`config.mk`:
```
export PLATFORM = sky130hd
export DESIGN_NAME = cpu_bus_slot_arbiter
export DESIGN_NICKNAME = d
export VERILOG_FILES = /design/src/rtl/cpu_bus_slot_arbiter_pkg.sv /design/src/rtl/cpu_bus_slot_arbiter_phase_gen.sv /design/src/rtl/cpu_bus_slot_arbiter.sv
export SDC_FILE = /design/constraint.sdc
export NUM_CORES = 1
export LEC_CHECK = 0
export BUFFER_PORTS_ARGS = -buffer_cell sky130_fd_sc_hd__buf_4
export CORE_UTILIZATION = 48
export DETAILED_ROUTE_END_ITERATION = 8
export PLACE_DENSITY = 0.84
export SYNTH_ARGS = -nofsm -noshare
export SYNTH_HDL_FRONTEND = slang
export SYNTH_SLANG_ARGS = --single-unit
```
`constraint.sdc`:
```
create_clock -name CLK_6M -period 4.2 [get_ports CLK_6M]
set_input_delay 0.42 -clock CLK_6M [delete_from_list [all_inputs] [get_ports CLK_6M]]
set_output_delay 0.42 -clock CLK_6M [all_outputs]
set_load 0.02 [all_outputs]
```
`src/rtl/cpu_bus_slot_arbiter_pkg.sv`:
```
// Shared definitions for the CPU bus slot arbiter: bus widths, phase and grant
// encodings, and the slot-start grant decision.
package cpu_bus_slot_arbiter_pkg;

  localparam int AW_DEF = 13;
  localparam int DW_DEF = 8;

  typedef enum logic [1:0] {
    PH_M_ADDR = 2'd0,
    PH_M_STB  = 2'd1,
    PH_S_ADDR = 2'd2,
    PH_S_STB  = 2'd3
  } phase_e;

  typedef enum logic [1:0] {
    GNT_IDLE = 2'b00,
    GNT_M    = 2'b01,
    GNT_S    = 2'b10
  } gnt_e;

  // The requester served in the slot now ending still has req high (it drops it in
  // its ack cycle), so it is excluded here to avoid a double transaction.
  function automatic gnt_e pick_grant(input logic owner_s,
                                      input logic m_req,
                                      input logic s_req,
                                      input gnt_e prev,
                                      input logic freeze,
                                      input logic steal_en);
    logic m_ok;
    logic s_ok;
    m_ok       = m_req && (prev != GNT_M);
    s_ok       = s_req && (prev != GNT_S);
    pick_grant = GNT_IDLE;
    if (!freeze) begin
      if (owner_s) begin
        if (s_ok)                  pick_grant = GNT_S;
        else if (steal_en && m_ok) pick_grant = GNT_M;
      end else begin
        if (m_ok)                  pick_grant = GNT_M;
        else if (steal_en && s_ok) pick_grant = GNT_S;
      end
    end
  endfunction

endpackage

```
`src/rtl/cpu_bus_slot_arbiter_phase_gen.sv`:
```
// 2-bit frame phase counter producing the 1H/2H phase bits and the decode that
// marks the cycle before the S slot starts.
module bus_phase_gen
  import cpu_bus_slot_arbiter_pkg::*;
(
  input  logic clk,
  input  logic rst_n,
  output logic clk_1h_o,
  output logic clk_2h_o,
  output logic next_owner_s_o
);

  logic [1:0] ph_q;
  logic [1:0] ph_d;

  always_comb begin
    ph_d = ph_q + 2'd1;
  end

  // NOTE: sequential state uses non-blocking assignments so every flop samples
  // pre-edge values; reset is synchronous and only takes effect on a clock edge.
  always_ff @(posedge clk) begin
    if (!rst_n) ph_q <= PH_M_ADDR;
    else        ph_q <= ph_d;
  end

  assign clk_1h_o       = ph_q[0];
  assign clk_2h_o       = ph_q[1];
  assign next_owner_s_o = (ph_q == PH_M_STB);

endmodule

```
`src/rtl/cpu_bus_slot_arbiter.sv`:
```
// Time-division arbiter giving master and sub CPU one address+strobe slot each per
// 4-cycle frame on the shared bus, with optional stealing of idle slots.
module cpu_bus_slot_arbiter
  import cpu_bus_slot_arbiter_pkg::*;
#(
  parameter int AW       = AW_DEF,
  parameter int DW       = DW_DEF,
  parameter bit STEAL_EN = 1'b1
) (
  input  logic          CLK_6M,
  input  logic          nRESET,
  input  logic          FREEZE,
  input  logic          m_req,
  input  logic          m_we,
  input  logic [AW-1:0] m_addr,
  input  logic [DW-1:0] m_wdata,
  output logic          m_ack,
  output logic [DW-1:0] m_rdata,
  input  logic          s_req,
  input  logic          s_we,
  input  logic [AW-1:0] s_addr,
  input  logic [DW-1:0] s_wdata,
  output logic          s_ack,
  output logic [DW-1:0] s_rdata,
  output logic          CLK_1H,
  output logic          CLK_2H,
  output logic [AW-1:0] BUS_A,
  output logic          nWE,
  output logic [DW-1:0] BUS_DOUT,
  output logic          BUS_DOE,
  input  logic [DW-1:0] BUS_DIN,
  output logic [1:0]    BUS_GNT
);

  logic next_owner_s;

  bus_phase_gen u_phase (
    .clk            (CLK_6M),
    .rst_n          (nRESET),
    .clk_1h_o       (CLK_1H),
    .clk_2h_o       (CLK_2H),
    .next_owner_s_o (next_owner_s)
  );

  gnt_e          gnt_q,     gnt_d;
  logic [AW-1:0] addr_q,    addr_d;
  logic          we_q,      we_d;
  logic [DW-1:0] wdata_q,   wdata_d;
  logic          m_ack_q,   m_ack_d;
  logic          s_ack_q,   s_ack_d;
  logic [DW-1:0] m_rdata_q, m_rdata_d;
  logic [DW-1:0] s_rdata_q, s_rdata_d;

  // CLK_1H high marks the strobe cycle; its closing edge completes the transfer
  // and registers the grant for the next slot.
  always_comb begin
    // NOTE: every output of this block gets a default first, so no path leaves a
    // variable unassigned and no latch is inferred.
    gnt_d     = gnt_q;
    addr_d    = addr_q;
    we_d      = we_q;
    wdata_d   = wdata_q;
    m_ack_d   = 1'b0;
    s_ack_d   = 1'b0;
    m_rdata_d = m_rdata_q;
    s_rdata_d = s_rdata_q;
    if (CLK_1H) begin
      if (gnt_q == GNT_M) begin
        m_ack_d = 1'b1;
        if (!we_q) m_rdata_d = BUS_DIN;
      end
      if (gnt_q == GNT_S) begin
        s_ack_d = 1'b1;
        if (!we_q) s_rdata_d = BUS_DIN;
      end
      gnt_d = pick_grant(next_owner_s, m_req, s_req, gnt_q, FREEZE, STEAL_EN);
      we_d  = 1'b0;
      if (gnt_d == GNT_M) begin
        addr_d  = m_addr;
        we_d    = m_we;
        wdata_d = m_wdata;
      end else if (gnt_d == GNT_S) begin
        addr_d  = s_addr;
        we_d    = s_we;
        wdata_d = s_wdata;
      end
    end
  end

  always_ff @(posedge CLK_6M) begin
    if (!nRESET) begin
      gnt_q     <= GNT_IDLE;
      addr_q    <= '0;
      we_q      <= 1'b0;
      wdata_q   <= '0;
      m_ack_q   <= 1'b0;
      s_ack_q   <= 1'b0;
      m_rdata_q <= '0;
      s_rdata_q <= '0;
    end else begin
      gnt_q     <= gnt_d;
      addr_q    <= addr_d;
      we_q      <= we_d;
      wdata_q   <= wdata_d;
      m_ack_q   <= m_ack_d;
      s_ack_q   <= s_ack_d;
      m_rdata_q <= m_rdata_d;
      s_rdata_q <= s_rdata_d;
    end
  end

  // we_q is cleared for idle slots, so it doubles as the data drive enable.
  assign BUS_A    = addr_q;
  assign BUS_DOUT = wdata_q;
  assign BUS_DOE  = we_q;
  assign nWE      = ~(we_q & CLK_1H);
  assign BUS_GNT  = gnt_q;
  assign m_ack    = m_ack_q;
  assign s_ack    = s_ack_q;
  assign m_rdata  = m_rdata_q;
  assign s_rdata  = s_rdata_q;

endmodule

```
Word-level counts from Yosys, hierarchy flattened

Cells that the tools add are included.

$add $sub $neg: 1
Reduce and logical (&&, ||, !) cells: 7
Multiplexer cells: 15
Eq/ne operators: 7
Bitwise logic cells: 3

Operators by type and width:

| kind                                                  | number |
|---|---|
| two-way mux 13 bit                                    | 2 |
| two-way mux 8 bit                                     | 2 |
| two-way mux 2 bit                                     | 6 |
| equality test 2 x 1 -> 1 bit, second input constant   | 3 |
| AND reduction 3 bit                                   | 2 |
| two-way mux 1 bit                                     | 5 |
| equality test 2 bit, second input constant            | 2 |
| AND reduction 2 bit                                   | 2 |
| adder 2 x 1 -> 2 bit, second input constant           | 1 |
| logical AND 1 bit                                     | 2 |
| inequality test 2 x 1 -> 1 bit, second input constant | 1 |
| inequality test 2 bit, second input constant          | 1 |
| inverter 1 bit                                        | 2 |
| nonzero test 2 bit                                    | 1 |
| AND 1 bit                                             | 1 |

Register bits after elaboration: 44
Logic and storage cells: 42

Logic depth before layout (Yosys ltp)

Word-level depth: 10
Gate-level depth with buffers: 11
Depth with buffers taken out: 9

Cells and area by module

A second synthesis with hierarchy kept.

Cell total of the unflattened synthesis: 192
Area, all modules: 1930.6 sq um

Modules (own cells, without submodules):

| module               | seq. area each (sq um) | cells each | instances | area an instance (sq um) |
|---|---|---|---|---|
| cpu_bus_slot_arbiter | 840.8                  | 186        | 1         | 1846.8 |
| bus_phase_gen        | 40.0                   | 6          | 1         | 83.8 |

Worst setup path before layout

No wires, ideal clock.

Path kind: register to register
Start: register u_phase.ph_q[1]
End: register addr_q[3], in the netlist BUS_A[3]
Arrival: 2261 ps
Stages on the path, launching flop included: 12
Required time: 4084 ps
Slack: 1823 ps
Period minus slack after synthesis: 2377 ps
Path buffers: 2
Setup time: 116 ps
Cells stage by stage: dfxtp_1 inv_1 ha_1 and2_1 maj3_2 or3_1 ha_1 nor2b_1 buf_2 buf_4 nand2_1 o211a_1

Longest elaborated chain between the ends: 7

Ends and longest elaborated chain:

| item                                                                | line                                                   | RTL |
|---|---|---|
| from (decl)                                                         | cpu_bus_slot_arbiter_phase_gen.sv:13                   | `logic [1:0] ph_q;` |
| from (signal assigned)                                              | cpu_bus_slot_arbiter_phase_gen.sv:24                   | `else ph_q <= ph_d;` |
| equality test 2 x 1 -> 1 bit (*)                                    | cpu_bus_slot_arbiter_phase_gen.sv:29                   | `assign next_owner_s_o = (ph_q == PH_M_STB);` |
| two-way mux 2 bit (*)                                               | cpu_bus_slot_arbiter_pkg.sv:35                         | `if (owner_s) begin` |
| two-way mux 2 bit (*)                                               | cpu_bus_slot_arbiter_pkg.sv:34                         | `if (!freeze) begin` |
| two-way mux 2 bit (*)                                               | cpu_bus_slot_arbiter.sv:67                             | `if (CLK_1H) begin` |
| equality test 2 x 1 -> 1 bit or equality test 2 bit (tied branches) | cpu_bus_slot_arbiter.sv:78, cpu_bus_slot_arbiter.sv:82 |  |
| nonzero test 2 bit (no line)                                        | --                                                     |  |
| AND reduction 2 bit (no line)                                       | --                                                     |  |
| to (signal assigned)                                                | cpu_bus_slot_arbiter.sv:102                            | `addr_q <= addr_d;` |
| to (decl)                                                           | cpu_bus_slot_arbiter.sv:46                             | `logic [AW-1:0] addr_q, addr_d;` |

Every way passes the cells marked *; elsewhere a longest branch is shown, timed or not. The select of a mux whose other input is x is not followed.
A chain may end at the register's enable or synchronous reset.

Final worst setup path

Start: register u_phase.ph_q[0]
End: register wdata_q[0], in the netlist BUS_DOUT[0]

Longest elaborated chain between the ends: 7

Ends and longest elaborated chain:

| item                                                                | line                                                   | RTL |
|---|---|---|
| equality test 2 x 1 -> 1 bit                                        | cpu_bus_slot_arbiter_phase_gen.sv:29                   |  |
| two-way mux 2 bit                                                   | cpu_bus_slot_arbiter_pkg.sv:35                         |  |
| two-way mux 2 bit                                                   | cpu_bus_slot_arbiter_pkg.sv:34                         |  |
| two-way mux 2 bit                                                   | cpu_bus_slot_arbiter.sv:67                             |  |
| equality test 2 x 1 -> 1 bit or equality test 2 bit (tied branches) | cpu_bus_slot_arbiter.sv:78, cpu_bus_slot_arbiter.sv:82 |  |
| nonzero test 2 bit (no line)                                        | --                                                     |  |
| AND reduction 2 bit (no line)                                       | --                                                     |  |
| to (signal assigned)                                                | cpu_bus_slot_arbiter.sv:104                            | `wdata_q <= wdata_d;` |
| to (decl)                                                           | cpu_bus_slot_arbiter.sv:48                             | `logic [DW-1:0] wdata_q, wdata_d;` |

Several ways; a longest one is shown, not always the timed one. The select of a mux whose other input is x is not followed.

==> results.txt <==
The internal power of the cells is 0.000658 W. For the cell area reported after detailed placement, the log shows 2710 sq um. The total length of routed wires was 4.15 mm. After the first detailed-routing iteration, the DRC count stood at 65. By area, the combinational part of the netlist is dominated by multiplexers. The final layout contains 342 nets.

In this run the tool buffered the top-level ports with 101 buffer cells. sky130_fd_sc_hd__dfxtp_1 takes more of the synthesized area than any other cell. Summed over all nets, wire length on met3 after detailed routing comes to 307 microns. The adder-cell share of the synthesized area is 0.0307, and the number of rows created at floorplan is 22. Measured along the y axis, the die boundary spans 65.9 microns.

The logs give 3.09 mm for the half-perimeter wire length of the detailed placement result and 1509 for the number of global-route vias before repair. The worst ir drop on vdd was 0.207 mV. After technology mapping, the gate count stands at 186. Setup violations remaining at the end of the flow were counted as 0. The proportion of total power due to net switching works out to 0.252.

The logs give 0.300 for the clock share of power and 0 for the hold buffer count at cts. The run finished with clean final reports. Fraction of synthesized cell area in xor and xnor cells: 0. The data required time at the worst endpoint is 4.38 ns.

Startpoint class of the critical path: a flip-flop. In this run the horizontal extent of the chip is 65.9 microns. The average detailed-routed wire length per instance is 12.5 microns, and the net count after synthesis is 246. The via-per-instance ratio was 4.93. Share of cells above drive strength 1: 0.420. The run gives 0.450 as the sequential share of the synthesized area. The share of synthesized flip-flops with an asynchronous set or reset was 0. The sequential share of power is 0.510. The cell area after layout is 2800 sq um, and the detailed-route via count is 1631.

The tool flagged a number of max-cap violations equal to 0. The compound-cell area share of the yosys netlist was 0.125. Type of the worst setup path: flip-flop to flip-flop. Clock-pin slew was measured on the worst setup and hold paths at 0.08 ns.

The first-pass GRT wire length is 6.67 mm. The effective utilization at floorplan was 0.516; the count of inserted antenna diode cells was 0. CTS built an H-tree with a depth of 2. After synthesis the netlist holds a flip-flop and latch count of 44.

The tools report the leakage power of the design as 1.43 nW. The worst setup path is captured at a flip-flop. The top routing layer in use was met4. Entering global routing, the biggest net connects 43 pins. The routability congestion estimate from global placement was 0.816; the actual transition at the worst max-transition pin was 0.370 ns.

After routing, the total negative slack on setup checks comes to 0 ns. The total area inside the core boundary comes to 3800 sq um. The analysis attributes to net switching a power of 0.000221 W.

After detailed routing, the met2 layer carries 2.03 mm of wire. The TritonCTS buffer count was 5; the number of antenna violations at the first check in global routing was 0. Overall fraction of global-route tracks in use: 0.202.

The number of setup buffers added after CTS is 0. In this run, synthesis inferred 0 flip-flops with an integrated enable. Relative to the synthesized area, the layout overhead comes to 42.8%. The smallest clock period supported by the final layout is computed as 2.59 ns. Global routing finished with a remaining overflow of 0. The multiplexer fraction of the synthesized cell area was 0.189. Dividing total power by cell area gives a power density of 314 nW/um^2. Setup repair after global routing left no endpoint under its margin.

The area share of the largest cell type after synthesis was 0.450. Leaving out fill and tap cells, the most frequent cell in the layout is sky130_fd_sc_hd__buf_4. For the worst setup path, the data arrival time is 2.77 ns. Summing every instance area after synthesis gives 1960 sq um.

The tools report the worst-case headroom to the max-slew limit as 0.753. The max-slew violation count is 0. TritonCTS built the clock tree. The number of different library cells in the post-synthesis netlist was 26. Dominant register cell in the synthesized netlist: sky130_fd_sc_hd__dfxtp_1. The Yosys step of the flow raised 0 warnings. Leaving out fill and tap cells, the most frequent cells in the layout are sky130_fd_sc_hd__buf_4, sky130_fd_sc_hd__dfxtp_1, sky130_fd_sc_hd__mux2i_1. The clock latency at the later pin of the worst-skew pair was 0.29 ns; the number of nets with antenna violations after detailed routing was 0. The filler cells instantiated in the layout total 321.

The share of synthesized cell area in and, or, nand and nor gates works out to 0.153. For this run, the detailed router's first-pass iteration total came to 4. The clock passes through at most 2 buffers. The portion of total power attributed to combinational logic was 0.191. The period utilization was 0.616; the mean area per synthesized cell was 10.5 sq um. For the number of hold-slack violations in the final timing report, the log shows 0. Based on the critical path, the design can be clocked at up to 386 MHz. In the post-synthesis netlist, the biggest area contributors are sky130_fd_sc_hd__dfxtp_1, sky130_fd_sc_hd__mux2i_1, sky130_fd_sc_hd__o211a_1. After detailed routing, the wire length on met1 is 1.75 mm. The clock drives 44 sinks. Die outline area: 4340 sq um.

Peak fanout along the critical path: 42. For the setup skew after layout, the log shows 0.00578 ns. The worst hold path belongs to the class primary input to flip-flop.

Library cell used as clock root buffer: sky130_fd_sc_hd__clkbuf_8. After clock tree synthesis, the repair step resized 0 gates. 102 I/O pins were placed. Total DRC errors in the routed layout: 0.
## cells in the mapped netlist, drive strengths merged (2+ instances only)
master	count
mux2i	37
ha	3
clkbuf	4
nand2	26
dfxtp	44
inv	4
maj3	2
and4bb	2
nor3	3
buf	10
o211a	21
nor2b	20
## worst max-delay path: stages, from the launching register on
cell and delay, ns:
sky130_fd_sc_hd__dfxtp_1 0.39, sky130_fd_sc_hd__ha_1 0.24, sky130_fd_sc_hd__and2_1 0.16, sky130_fd_sc_hd__maj3_2 0.34, sky130_fd_sc_hd__or3_1 0.33, sky130_fd_sc_hd__ha_1 0.31, sky130_fd_sc_hd__nor2b_2 0.10, sky130_fd_sc_hd__buf_4 0.35
sky130_fd_sc_hd__nand2_1 0.10, sky130_fd_sc_hd__o211a_1 0.15
## state kept, by name (all words and copies together) (netlist names)
register	cells
BUS_A	13
BUS_DOE	1
BUS_DOUT	8
BUS_GNT	2
m_ack	1
m_rdata	8
s_ack	1
s_rdata	8
u_phase.ph_q	2
## power groups by stage
stage | combinational [W] | clock (W) | sequential [W]
final | 0.000168 | 0.000263 | 0.000448
after global routing | 0.000182 | 0.000288 | 0.000451
after CTS | 0.000170 | 0.000273 | 0.000448
after detailed placement | 0.000170 | 0 | 0.000458
after global placement | 0.000167 | 0 | 0.000457
after floorplan | 0.0000678 | 0 | 0.000479
## per-layer routing
| metal | up-vias | track usage |
|---|---|---|
| li1 | 836 | - |
| met1 | 725 | 0.230 |
| met2 | 63 | 0.349 |
| met3 | 7 | 0.0621 |
| met4 | 0 | 0.0788 |
| met5 | - | 0 |
## metrics by stage
step	instances	hold slack [ns]	worst slack (ns)	power [W]	util
after global routing	331	0.345	1.46	0.000920	0.737
after floorplan	186	0.522	1.82	0.000547	-
after CTS	331	0.344	1.63	0.000891	0.737
after detailed placement	323	0.487	1.65	0.000627	0.712
after global placement	323	0.480	1.71	0.000624	0.712
final	331	0.350	1.61	0.000879	0.737
## cell families after synthesis
kind of cell / count (synthesis)
adders and majority gates: 5
muxes: 37
AOI/OAI and AO/OA: 25
and+or+nand+nor: 57
DFF: 44
buffers and inverters: 18
## path summary, 6_finish.rpt
| check | start | end | slack, ns | cells past startpoint |
|---|---|---|---|---|
| max reg2reg | u_phase.ph_q[0] | BUS_DOUT[0] | 1.61 | 9 |
| min reg2reg | BUS_A[9] | BUS_A[9] | 0.50 | 1 |
| min | FREEZE | BUS_GNT[0] | 0.35 | 2 |
| max | u_phase.ph_q[0] | BUS_DOUT[0] | 1.61 | 9 |
## layout make-up
cell class / count / area, sq um / area share
sequential: 44 / 881 / 0.315
multi-input combinational: 124 / 977 / 0.349
inverter: 4 / 15.0 / 0.00536
clock buffer: 6 / 82.6 / 0.0295
timing repair buffer: 103 / 773 / 0.276
clock inverter: 2 / 10.0 / 0.00358
tap: 48 / 60.1 / 0.0215
Power figures use the tool's default switching activity.
